### src/rtl/bcd_timer_scan.sv
// N-digit BCD up/down timer with load/start/pause, stop-or-wrap at terminal count,
// and a multiplexed active-low 7-segment scan driver, all on the clk1k domain.
module bcd_timer_scan #(
  parameter int DIGITS   = 6,
  parameter int TICK_DIV = 1,
  parameter int SCAN_DIV = 1,
  parameter int BLANK_LZ = 1
) (
  input  logic                  rst,
  input  logic                  clk1k,
  input  logic                  load,
  input  logic [4*DIGITS-1:0]   load_val,
  input  logic                  start,
  input  logic                  pause,
  input  logic                  up,
  input  logic                  wrap,
  output logic [4*DIGITS-1:0]   value,
  output logic                  running,
  output logic                  done,
  output logic [DIGITS-1:0]     sel,
  output logic [7:0]            seg
);

  localparam int TW = (TICK_DIV > 1) ? $clog2(TICK_DIV) : 1;
  localparam int SW = (SCAN_DIV > 1) ? $clog2(SCAN_DIV) : 1;
  localparam int IW = $clog2(DIGITS);
  localparam logic [4*DIGITS-1:0] ALL_NINES = {DIGITS{4'h9}};

  logic [TW-1:0]         tick_cnt;
  logic [SW-1:0]         scan_cnt;
  logic [IW-1:0]         scan_idx;
  logic [4*DIGITS-1:0]   clamped;
  logic [4*DIGITS-1:0]   stepped;
  logic [4*DIGITS-1:0]   term;
  logic                  at_term;
  logic                  carry;
  logic [3:0]            dig;

  // Clamp the load value and compute the one-step BCD neighbour in the current direction.
  always_comb begin
    clamped = load_val;
    stepped = value;
    carry   = 1'b1;
    dig     = 4'd0;
    for (int i = 0; i < DIGITS; i++) begin
      if (load_val[4*i +: 4] > 4'd9) clamped[4*i +: 4] = 4'd9;
      dig = value[4*i +: 4];
      if (carry) begin
        if (up) begin
          if (dig == 4'd9) dig = 4'd0;
          else begin
            dig   = dig + 4'd1;
            carry = 1'b0;
          end
        end else begin
          if (dig == 4'd0) dig = 4'd9;
          else begin
            dig   = dig - 4'd1;
            carry = 1'b0;
          end
        end
      end
      stepped[4*i +: 4] = dig;
    end
    term    = up ? ALL_NINES : '0;
    at_term = (value == term);
  end

  always_ff @(posedge clk1k or negedge rst) begin
    if (!rst) begin
      value    <= '0;
      running  <= 1'b0;
      done     <= 1'b0;
      tick_cnt <= '0;
    end else begin
      done <= 1'b0;
      if (load) begin
        value    <= clamped;
        running  <= 1'b0;
        tick_cnt <= '0;
      end else if (pause) begin
        running <= 1'b0;
      end else if (start && !running) begin
        if (!(at_term && !wrap)) running <= 1'b1;
      end else if (running) begin
        if (tick_cnt == TW'(TICK_DIV - 1)) begin
          tick_cnt <= '0;
          // Already sitting at this direction's terminal (direction flipped): stop in place.
          if (at_term && !wrap) begin
            running <= 1'b0;
            done    <= 1'b1;
          end else begin
            value <= stepped;
            if (stepped == term) begin
              done <= 1'b1;
              if (!wrap) running <= 1'b0;
            end
          end
        end else begin
          tick_cnt <= tick_cnt + 1'b1;
        end
      end
    end
  end

  always_ff @(posedge clk1k or negedge rst) begin
    if (!rst) begin
      scan_cnt <= '0;
      scan_idx <= '0;
    end else if (scan_cnt == SW'(SCAN_DIV - 1)) begin
      scan_cnt <= '0;
      scan_idx <= (scan_idx == IW'(DIGITS - 1)) ? '0 : scan_idx + 1'b1;
    end else begin
      scan_cnt <= scan_cnt + 1'b1;
    end
  end

  logic [DIGITS-1:0] lz;
  logic              zero_run;
  logic [3:0]        shown;
  int                pos;

  // lz[k] marks nibble k as a leading zero; nibble 0 is never blanked.
  always_comb begin
    lz       = '0;
    zero_run = 1'b1;
    for (int k = DIGITS - 1; k >= 1; k--) begin
      zero_run = zero_run & (value[4*k +: 4] == 4'd0);
      lz[k]    = zero_run;
    end
    pos   = DIGITS - 1 - int'(scan_idx);
    shown = value[4*pos +: 4];
    sel   = ~(DIGITS'(1) << scan_idx);
    if ((BLANK_LZ != 0) && lz[pos]) seg = 8'hFF;
    else begin
      case (shown)
        4'd0:    seg = 8'hC0;
        4'd1:    seg = 8'hF9;
        4'd2:    seg = 8'hA4;
        4'd3:    seg = 8'hB0;
        4'd4:    seg = 8'h99;
        4'd5:    seg = 8'h92;
        4'd6:    seg = 8'h82;
        4'd7:    seg = 8'hF8;
        4'd8:    seg = 8'h80;
        4'd9:    seg = 8'h90;
        default: seg = 8'hFF;
      endcase
    end
  end

endmodule

### config.mk
export PLATFORM = sky130hd
export DESIGN_NAME = bcd_timer_scan
export DESIGN_NICKNAME = d
export VERILOG_FILES = /design/src/rtl/bcd_timer_scan.sv
export SDC_FILE = /design/constraint.sdc
export NUM_CORES = 1
export LEC_CHECK = 0
export CORE_UTILIZATION = 48
export DETAILED_ROUTE_END_ITERATION = 7
export PLACE_DENSITY = 0.78
export SLEW_MARGIN = 10
export SYNTH_ARGS = -nofsm -noshare
export SYNTH_HDL_FRONTEND = slang
export SYNTH_SLANG_ARGS = --single-unit
### constraint.sdc
create_clock -name clk1k -period 3.68 [get_ports clk1k]
set_input_delay 0.736 -clock clk1k [delete_from_list [all_inputs] [get_ports clk1k]]
set_output_delay 0.736 -clock clk1k [all_outputs]
set_load 0.03 [all_outputs]
==> reports/qor.txt <==
WL per Instance: 15.5 um
# DRC: 0
clk root buf: clkbuf_8
I/O pins: 71
Worst R2R Start: value[5]
Int Pwr: 828 uW
Post-DP HPWL: 7.77 mm
clock skew: 0.00725 ns
Yosys warnings: 0
Synth top area share: 20.5%
largest net degree at the start of global routing: 45
worst hold margin: 0.588 ns
Post-synth EDFFs: 0
initial antenna violation count: 0
Min-Delay Path Depth: 2
Max transition margin: 31.3%
share of flip-flops with an asynchronous set or reset: 100%
crit path cell chain: inv_2, ha_4, buf_4, mux4_2, nand2_1, o31a_1, and2_4, inv_1, a21o_1, o21bai_1, clkdlybuf4s15_2
vias: 4041
overall power: 1350 uW
width of the die: 87.9 um
layout cells sized above 1: 15.0%
Longest Clk Path Bufs: 2
Buf/Inv on CP: 4
clock slew at reported path FFs: 0.07 ns
Post-synth top flop: dfrtp_1
grt total ovfl: 0
CORE AREA: 0.00694 mm^2
clk sinks: 29
MaxCap Viol Count: 0
vias in the first global route: 3707
most common cell in the netlist: nand2_1
synthesized instance count: 492
hold_sp: running
FF-to-FF End: running
Post-Route WL: 10.3 mm
power density over the cells: 292 mW/mm^2
worst vdd ir: 0.000209 V
Inserted Diodes: 0
hold buffers post-CTS: 0
post-synth top area cell: dfrtp_1
synthesized cell area: 0.00354 mm^2
row count: 30
Max Freq: 288 MHz
Combinational Power Share: 45.8%
Net Count, Synth: 537
Core Util, Final: 66.8%
total CTS buffers: 5
top cells by count, synth: 55 x nand2_1, 48 x nor2_1, 45 x o21ai_0
die area: 0.00773 mm^2
Seq pwr share: 28.2%
final period utilization: 94.4%
max-slew violation total from the final report: 0
clock power share: 26.1%
#FFs+latches synth: 29
global-route wire length before repair: 17.4 mm
Worst-Skew Late Latency: 0.28 ns
Worst Reg2Reg Path Length in Cells: 10
chip height: 87.9 um
worst min-delay path class: reg2reg
RSZ-0062 raised after global routing: no
Detailed Route Iter0 Violations: 306
Worst EP arrival: 2.74 ns
CTS tree: built
Post-DP Area: 0.00450 mm^2
CTS H-Tree Depth: 2
NetSw: 525 uW
initial cell density of the core: 51.0%
Worst Setup Start Kind: register
Worst Path Required: 2.94 ns
hold endpoint: done
Final TNS setup: 0 ns
Max stage delay on crit path: 0.51 ns
Final Hold Viols: 0
Slowest-stage cell, CP: mux4_2
Sw Share: 38.8%
top cells by area, synth: dfrtp_1 20%, o21ai_0 6.4%, nand2_1 5.8%
gpl congestion: 0.946
CP endpoint kind: primary output
fin area: 0.00464 mm^2
FF-to-FF setup slack: 0.42 ns
area delta synth->final: 30.9%
final setup violating endpoints: 0
sequential area share after synthesis: 20.5%
critical-path maximum fanout: 5
Unique masters post-synth: 73
outcome: finished clean
Layout Nets: 611
Tmin final: 3.47 ns
Pre-antenna DRT Iters: 5
LEAKAGE: 0.00193 uW
Final ANT Viol Nets: 0
Avg Cell Area, Syn: 7.20 um^2
Worst Tran Pin Value: 1.03 ns
critical path class: reg2out
DR vias/cell: 6.10
PortBufs: 69
crit-path leading delay family: compound AO/OA/AOI/OAI gates
GRT Resource Usage Total: 28.3%
[worst register-to-register path: cells and delay by family (launching register included)]
kind	cells	cell delay, ns
buf+inv	2	0.35
compound gates	5	1.39
simple gates	3	1.00
flops	1	0.43
[state kept, by name (all words and copies together), names as in the netlist]
name and count:
scan_idx 3, done 1, value 24, running 1
[routing by layer]
metal  track usage (%)  wire [um]  vias up
li1                  -          -     1933
met1              38.3       4650     1901
met2              45.9       4670      176
met3              4.52        703       31
met4              9.39        282        0
met5                 0          0        -
[cell usage in the layout (no fill, tap or decap), types with 4 or more instances in the layout]
| master | count |
|---|---|
| clkbuf_8 | 6 |
| nand2_1 | 55 |
| or3_1 | 9 |
| clkdlybuf4s50_1 | 61 |
| a21boi_0 | 5 |
| o31ai_1 | 7 |
| o22ai_1 | 8 |
| buf_2 | 4 |
| o21a_1 | 6 |
| nor4_1 | 4 |
| nor2_1 | 48 |
| nand3b_1 | 4 |
| xnor2_1 | 10 |
| nor3_1 | 10 |
| o21bai_1 | 4 |
| inv_1 | 18 |
| ha_1 | 13 |
| dfrtp_1 | 29 |
| nor2b_1 | 10 |
| and3_1 | 7 |
| a21oi_1 | 26 |
| nand3_1 | 19 |
| a221o_1 | 4 |
| o21ai_0 | 45 |
| nand4_1 | 7 |
| a31oi_1 | 8 |
| buf_4 | 44 |
| nor3b_1 | 4 |
| o31a_1 | 6 |
| mux2i_1 | 12 |
[per-stage QoR]
stage | instances | worst slack (ns)
detailed placement | 654 | 0.0370
CTS | 662 | 0.0179
global route | 663 | 0.0545
global placement | 654 | 0.0940
floorplan | 492 | 0.143
finish | 663 | 0.206
[layout make-up]
class / instances / area, um^2
clock buffer: 7 / 86.3
timing repair buffer: 113 / 1020
multi-input combinational: 398 / 2590
clock inverter: 1 / 30.0
inverter: 19 / 71.3
sequential: 29 / 726
tap: 96 / 120
fill: 605 / 2310
[repair_timing]
item,in CTS,in global routing
buffers inserted,0,1
pin swaps,0,0
endpoints found under the setup margin,5,7
cloned,0,0
resized for setup,14,13
[power by group through the flow]
stage / clock (uW) / combinational [uW] / sequential [uW]
finish: 353 / 619 / 381
global placement: 0 / 602 / 384
detailed placement: 0 / 616 / 385
global route: 371 / 674 / 383
CTS: 360 / 616 / 379
floorplan: 0 / 348 / 421
[worst max-delay path by stage]
stage,from,to,slack (ns),cells past startpoint
2_1_floorplan,scan_idx[1],seg[6],0.14,12
3_3_place_gp,scan_idx[1],seg[6],0.09,12
3_5_place_dp,scan_idx[1],seg[2],0.04,11
4_1_cts,scan_idx[1],seg[6],0.02,12
5_1_grt,scan_idx[1],seg[2],0.05,11
6_report,scan_idx[1],seg[2],0.21,11
[kinds of logic after synthesis]
kind of cell / after synthesis / synth area share [%]
AND/OR/NAND/NOR: 199 / 28.1
AO/OA/AOI/OAI: 155 / 29.5
buffers and inverters: 65 / 7.56
flip-flops: 29 / 20.5
multiplexers: 17 / 6.36
adder cells (fa/ha/maj): 14 / 4.95
XOR/XNOR: 12 / 2.97
other: 1 / 0.106
Power figures use the tool's default switching activity.
